File: config.mk
export PLATFORM = sky130hd
export DESIGN_NAME = turn_controller
export DESIGN_NICKNAME = d
export VERILOG_FILES = /design/src/rtl/turn_controller.sv
export SDC_FILE = /design/constraint.sdc
export NUM_CORES = 1
export LEC_CHECK = 0
export ABC_CLOCK_PERIOD_IN_PS = 4400
export BUFFER_PORTS_ARGS = -buffer_cell sky130_fd_sc_hd__buf_2
export CAP_MARGIN = 20
export CORE_MARGIN = 3
export CORE_UTILIZATION = 32
export CTS_CLUSTER_SIZE = 40
export DETAILED_ROUTE_END_ITERATION = 10
export PLACE_DENSITY = 0.56
export SYNTH_ARGS = -nofsm -noshare
export SYNTH_HDL_FRONTEND = slang
export SYNTH_SLANG_ARGS = --single-unit
File: constraint.sdc
create_clock -name clock -period 4.4 [get_ports clock]
set_input_delay 0.88 -clock clock [delete_from_list [all_inputs] [get_ports clock]]
set_output_delay 0.88 -clock clock [all_outputs]
set_load 0.02 [all_outputs]
File: src/rtl/turn_controller.sv
// turn_controller: sequences one Othello turn (cursor, occupancy check, detect, flip, swap, redraw)
// against the board store; request lines are registered single windows per visit.
module turn_controller #(
    parameter int DET_CYCLES  = 10,
    parameter int WR_CYCLES   = 10,
    parameter int DRAW_CYCLES = 1280000
) (
    input  logic       clock,
    input  logic       resetn,
    input  logic       btn_up,
    input  logic       btn_down,
    input  logic       btn_left,
    input  logic       btn_right,
    input  logic       btn_place,
    input  logic       btn_pass,
    input  logic [1:0] cell_q,
    input  logic [7:0] dir,
    output logic [2:0] cur_x,
    output logic [2:0] cur_y,
    output logic       side,
    output logic       detect_en,
    output logic       write_en,
    output logic       plot_en,
    output logic       busy,
    output logic       illegal,
    output logic       game_over
);
    localparam int M1   = DET_CYCLES > WR_CYCLES ? DET_CYCLES : WR_CYCLES;
    localparam int MAXC = M1 > DRAW_CYCLES ? M1 : DRAW_CYCLES;
    localparam int CW   = $clog2(MAXC + 1);
    localparam logic [2:0] IDLE = 3'd0, CHECK = 3'd1, DETECT = 3'd2, EVAL = 3'd3,
                           WRITE = 3'd4, SWAP = 3'd5, DRAW = 3'd6, OVER = 3'd7;
    logic [2:0] state, state_d;
    logic [CW-1:0] cnt, cnt_d;
    logic [1:0] pass_cnt;
    logic [5:0] btn, btn_q, rise;
    logic occupied, no_flip, mv;
    assign btn      = {btn_place, btn_pass, btn_up, btn_down, btn_left, btn_right};
    assign rise     = btn & ~btn_q;
    assign occupied = cell_q >= 2'd2;
    assign no_flip  = dir == 8'd0;
    // cursor moves only when neither place nor pass claimed this cycle's edges
    assign mv       = state == IDLE && !rise[5] && !rise[4];
    assign busy      = state != IDLE && state != OVER;
    assign game_over = state == OVER;
    always_comb begin
        state_d = state;
        case (state)
            IDLE:    state_d = rise[5] ? CHECK : rise[4] ? SWAP : IDLE;
            CHECK:   state_d = occupied ? IDLE : DETECT;
            DETECT:  state_d = cnt == '0 ? EVAL : DETECT;
            EVAL:    state_d = no_flip ? IDLE : WRITE;
            WRITE:   state_d = cnt == '0 ? SWAP : WRITE;
            SWAP:    state_d = pass_cnt == 2'd2 ? OVER : DRAW;
            DRAW:    state_d = cnt == '0 ? IDLE : DRAW;
            default: state_d = OVER;
        endcase
    end
    always_comb
        cnt_d = state_d == state ? (cnt == '0 ? cnt : cnt - CW'(1)) :
                state_d == DETECT ? CW'(DET_CYCLES - 1) :
                state_d == WRITE ? CW'(WR_CYCLES - 1) : CW'(DRAW_CYCLES - 1);
    always_ff @(posedge clock) begin
        if (!resetn) begin
            state     <= DRAW;
            // one extra count: plot_en rises a cycle after reset releases
            cnt       <= CW'(DRAW_CYCLES);
            btn_q     <= '0;
            cur_x     <= 3'd3;
            cur_y     <= 3'd3;
            side      <= 1'b0;
            pass_cnt  <= 2'd0;
            detect_en <= 1'b0;
            write_en  <= 1'b0;
            plot_en   <= 1'b0;
            illegal   <= 1'b0;
        end else begin
            state     <= state_d;
            cnt       <= cnt_d;
            btn_q     <= btn;
            side      <= side ^ (state == SWAP);
            detect_en <= state_d == DETECT;
            write_en  <= state_d == WRITE;
            plot_en   <= state_d == DRAW;
            illegal   <= (state == CHECK && occupied) || (state == EVAL && no_flip);
            if (state == IDLE && !rise[5] && rise[4])
                pass_cnt <= pass_cnt + 2'd1;
            else if (state == EVAL && !no_flip)
                pass_cnt <= 2'd0;
            if (mv && rise[3])
                cur_y <= cur_y - 3'd1;
            else if (mv && rise[2])
                cur_y <= cur_y + 3'd1;
            else if (mv && rise[1])
                cur_x <= cur_x - 3'd1;
            else if (mv && rise[0])
                cur_x <= cur_x + 3'd1;
        end
    end
endmodule

======== Yosys cells after proc, flatten, opt, wreduce, memory -nomap -nowiden ========
Index checks and enable logic that the tools add are counted.
cells by class
  $add $sub $neg .......................... 6
  magnitude comparators ................... 1
  eq/ne operators ......................... 14
  muxes and demuxes ....................... 19
  bitwise logic cells ..................... 5
  reduce and logical (&&, ||, !) cells .... 23
operators with widths
  kind                                                 number
  2-to-1 mux 21 bit                                    4
  2-to-1 mux 3 bit                                     8
  logical NOT 21 bit                                   1
  one-hot mux 3 bit (7 select lines)                   1
  subtractor 21 x 1 -> 21 bit (second input constant)  1
  == test 3 bit (second input constant)                6
  logical AND 1 bit                                    11
  == test 3 x 2 -> 1 bit (second input constant)       3
  logical NOT 8 bit                                    1
  adder 3 x 1 -> 3 bit (second input constant)         2
  bitwise AND 6 bit                                    1
  2-to-1 mux 2 bit                                     3
  NOT 6 bit                                            1
  nonzero test 2 bit                                   3
  subtractor 3 x 1 -> 3 bit (second input constant)    2
  == test 3 x 1 -> 1 bit (second input constant)       1
  == test 3 bit                                        1
  logical NOT 1 bit                                    3
  logical NOT 3 bit                                    1
  2-to-1 mux 1 bit                                     3
  inequality test 3 bit (second input constant)        1
  AND reduction 3 bit                                  1
  nonzero test 3 bit                                   1
  adder 2 x 1 -> 2 bit (second input constant)         1
  other kinds (6)                                      7
word-level totals
  register bits after elaboration ......... 43
  bits of input ports ..................... 18
  output and inout bits ................... 13

======== Logic depth before layout (Yosys ltp) ========
  word-level depth ........................ 9
  depth in mapped cells ................... 9
  gate-level depth less buffers ........... 8

======== Least setup slack after synthesis ========
OpenSTA, ideal clock, no wires.
  kind .................................... input port to flip-flop
  start point ............................. in dir[5]
  end point ............................... reg cnt[1]
  library setup time ...................... 0.075 ns
  data arrival time ....................... 2.337 ns
  data required time ...................... 4.325 ns
  path slack .............................. 1.988 ns
  stages .................................. 6
  buffers on the path ..................... 0
  cell sequence ........................... or4_1 o21ai_0 a21boi_1 a221o_1 nand3_4 o21ai_0
on the way
  longest elaborated chain between the ends .. 7
ends and longest elaborated chain
  element                               line  RTL
  start, declared                       17    input logic [7:0] dir,
  logical NOT 8 bit *                   41    assign no_flip = dir == 8'd0;
  2-to-1 mux 3 bit *                    52    EVAL: state_d = no_flip ? IDLE : WRITE;
  one-hot mux 3 bit (7 select lines) *  48    case (state)
  == test 3 bit                         62    state_d == WRITE ? CW'(WR_CYCLES - 1) : CW'(DRAW_CYCLES - 1);
  2-to-1 mux 21 bit                     62
  2-to-1 mux 21 bit                     61    state_d == DETECT ? CW'(DET_CYCLES - 1) :
  2-to-1 mux 21 bit                     60    cnt_d = state_d == state ? (cnt == '0 ? cnt : cnt - CW'(1)) :
  end signal, assigned                  67    cnt <= CW'(DRAW_CYCLES);
  end signal, assigned                  79    cnt <= cnt_d;
  end, declared                         34    logic [CW-1:0] cnt, cnt_d;
Mark *: on every way between the ends. The rest lies on a longest branch, timed or not.
A chain may end at the register's enable or synchronous reset.

======== Worst setup path after layout ========
  start point ............................. reg state[1]
  end point ............................... out busy
on the way
  longest elaborated chain between the ends .. 2
ends and longest elaborated chain
  element                                                             line  RTL
  start, declared                                                     33    logic [2:0] state, state_d;
  start signal, assigned                                              78    state <= state_d;
  inequality test 3 bit / nonzero test 3 bit (equally long branches)  44    assign busy = state != IDLE && state != OVER;
  logical AND 1 bit *                                                 44
  end, declared                                                       24    output logic busy,
Marked as above.

==> results.json <==
{
  "status": "complete, no violations",
  "overflow": 0,
  "fp.dieArea_um2": 7710,
  "maxCapViolCount": 0,
  "cp.required_ps": 3520,
  "wirelength_um": 4050,
  "clock-sinks": 43,
  "drtAntennaViolNets": 0,
  "final_cells": 345,
  "cp_max_fo": 15,
  "min_from": "cnt[19]",
  "fin_area_um2": 2400,
  "initialDrtViolationCount": 45,
  "place_inst": 337,
  "ir_worst_vdd_v": 0.000119,
  "cp-startpoint": "state[1]",
  "critPathCaptureType": "primary output",
  "remaining_drc_errors": 0,
  "critPathKind": "flop to primary output",
  "synthCells": 240,
  "cp.depth": 3,
  "clk_pin_slew_ps": 80,
  "tns_ps": 0,
  "critPathSlowestCell": "nor3_1",
  "hold_viol": 0,
  "die_x_um": 87.8,
  "async_flop_share": 0,
  "antenna_found_initial": 0,
  "grt_pass1_vias": 1661,
  "antenna_cells": 0,
  "synth_edf_count": 0,
  "hold_path_class": "flop to flop",
  "arrival_ps": 1600,
  "worstSetupEndpoint": "busy",
  "placed_area_um2": 2320,
  "ff2ff_path_depth": 8,
  "synth_warnings": 0,
  "slew_violations": 0,
  "layout_min_cycle_time_ps": 2480,
  "cts_resized": 0,
  "final-setup-viol-count": 0,
  "worst_slack_ps": 1920,
  "fmaxAchievable_mhz": 403,
  "dp.final_hpwl_um": 3040,
  "grt_max_degree": 19,
  "grt_first_pass_wirelength_um": 7510,
  "final_common_cell": "dfxtp_1",
  "max_stage_delay_ps": 560,
  "netlist_area_um2": 2140,
  "pin_count": 31,
  "crit_chain": "nor3_1 -> nor2_1 -> buf_2",
  "place.gp.congestion": 0.722,
  "rrSetupSlack_ps": 2000,
  "synth.yosys.seq_area_share": 0.402,
  "cts_hold_buffers": 0,
  "post_cts_buffers": 0,
  "track_usage": 0.121,
  "core_um2": 6420,
  "critPathLaunchType": "flop",
  "drive_above_1_share": 0.190,
  "powerDensity_nw_per_um2": 366,
  "synthFlopType": "dfxtp_1",
  "critPathTopFamily": "simple AND/OR/NAND/NOR gates",
  "cts_made_buffers": 5,
  "cts_tree": "built",
  "ys_types": 44,
  "slew_headroom": 0.563,
  "cts_max_path_buffers": 2,
  "rsz0062_at_grt": "no",
  "ys_ff_latch": 43,
  "area_growth_syn_to_layout_pct": 12.2,
  "initial_core_util": 0.334,
  "worst_clock_skew_ps": 10.2,
  "worstMarginPinSlew_ps": 646,
  "clock_latency_ps": 290,
  "final_cell_mix": "43 x dfxtp_1, 30 x nor2_1, 29 x buf_2",
  "portBuffers": 29,
  "dieHeight_um": 87.8,
  "ff_latch_area_um2": 861,
  "nNetsFinal": 290,
  "vias": 1675,
  "rr_startpoint": "state[1]",
  "synth.avg_cell_area_um2": 8.93,
  "synth_nets": 263,
  "multi_input_area_um2": 1180,
  "period_share": 0.564,
  "vias_per_cell": 4.86,
  "post_drt_wl_per_cell_um": 11.7,
  "dp_worst_setup_slack_ps": 1610,
  "fillers": 667,
  "path_buf_inv": 1,
  "detail_route.first_pass.iterations": 5,
  "leakage_nw": 0.951,
  "p_total_mw": 0.879,
  "htreeDepth": 2,
  "row_count": 29,
  "timing.rr.end": "cur_y[2]",
  "hold_depth": 2,
  "cts_root_buf": "clkbuf_8"
}
-- synthesized netlist by cell type (all sizes together) (2+ instances only) --
master,count,area (um^2)
buf,5,46.3
xor2,14,123
or3,3,18.8
nand2b,7,43.8
a21oi,15,75.1
nand2,14,52.6
a31oi,2,12.5
ha,3,37.5
xnor2,11,96.3
nor4,5,50.1
o21bai,2,15.0
inv,10,37.5
or4,5,37.5
nand4,3,18.8
clkbuf,4,15.0
o21ai,17,115
o211ai,3,36.3
or2,2,15.0
nand3,8,52.6
nor3,7,46.3
nand3b,2,15.0
dfxtp,43,861
and2,8,50.1
nor2,30,113
nor2b,5,31.3
fa,2,40.0
-- metal layers --
metal / routed length (um) / global-route usage
met3: 144 / 0.0310
met4: 48 / 0.0335
met5: 0 / 0
met1: 1930 / 0.161
met2: 1920 / 0.197
-- where the power goes --
| part | total (mW) | internal, mW | switching (mW) | leakage, nW |
|---|---|---|---|---|
| logic | 0.180 | 0.0807 | 0.0998 | 0.557 |
| clock network | 0.236 | 0.111 | 0.125 | 0.0422 |
| registers | 0.462 | 0.428 | 0.0343 | 0.351 |
-- tightest hold or removal path, cell delays in order, from the launching register on --
cell and delay (ps):
dfxtp_1 320, o31ai_1 60, a21oi_1 50
-- worst min path at each step --
stage,to,slack (ps)
3_3_place_gp,cnt[19],460
3_5_place_dp,cnt[19],470
5_1_grt,cnt[19],510
6_report,cnt[19],480
2_1_floorplan,cnt[19],450
4_1_cts,cnt[19],490
-- cell families after synthesis --
logic type      count (synthesis)  synth area share
simple gates                  102             0.266
compound gates                 45             0.143
flops                          43             0.402
xor+xnor                       25             0.102
buf+inv                        19            0.0461
fa+ha+maj                       5            0.0362
mux                             1           0.00467
-- area by class of cell --
type,count,area share
Multi-Input combinational cell,178,0.492
Sequential cell,43,0.358
Timing Repair Buffer,29,0.0604
Tap cell,77,0.0401
Clock buffer,7,0.0318
Inverter,10,0.0156
Clock inverter,1,0.00208
-- stage by stage --
step / hold slack [ps] / utilization
6_report: 481 / 0.374
5_1_grt: 511 / 0.374
4_1_cts: 485 / 0.374
3_5_place_dp: 472 / 0.362
3_3_place_gp: 463 / 0.362
2_1_floorplan: 452 / -
-- flip-flops by register name (all words and copies together) (netlist names), 2 cells and up --
| register | flops |
|---|---|
| state | 3 |
| cur_x | 3 |
| pass_cnt | 2 |
| cur_y | 3 |
| btn_q | 6 |
| cnt | 21 |
Power figures use the tool's default switching activity.
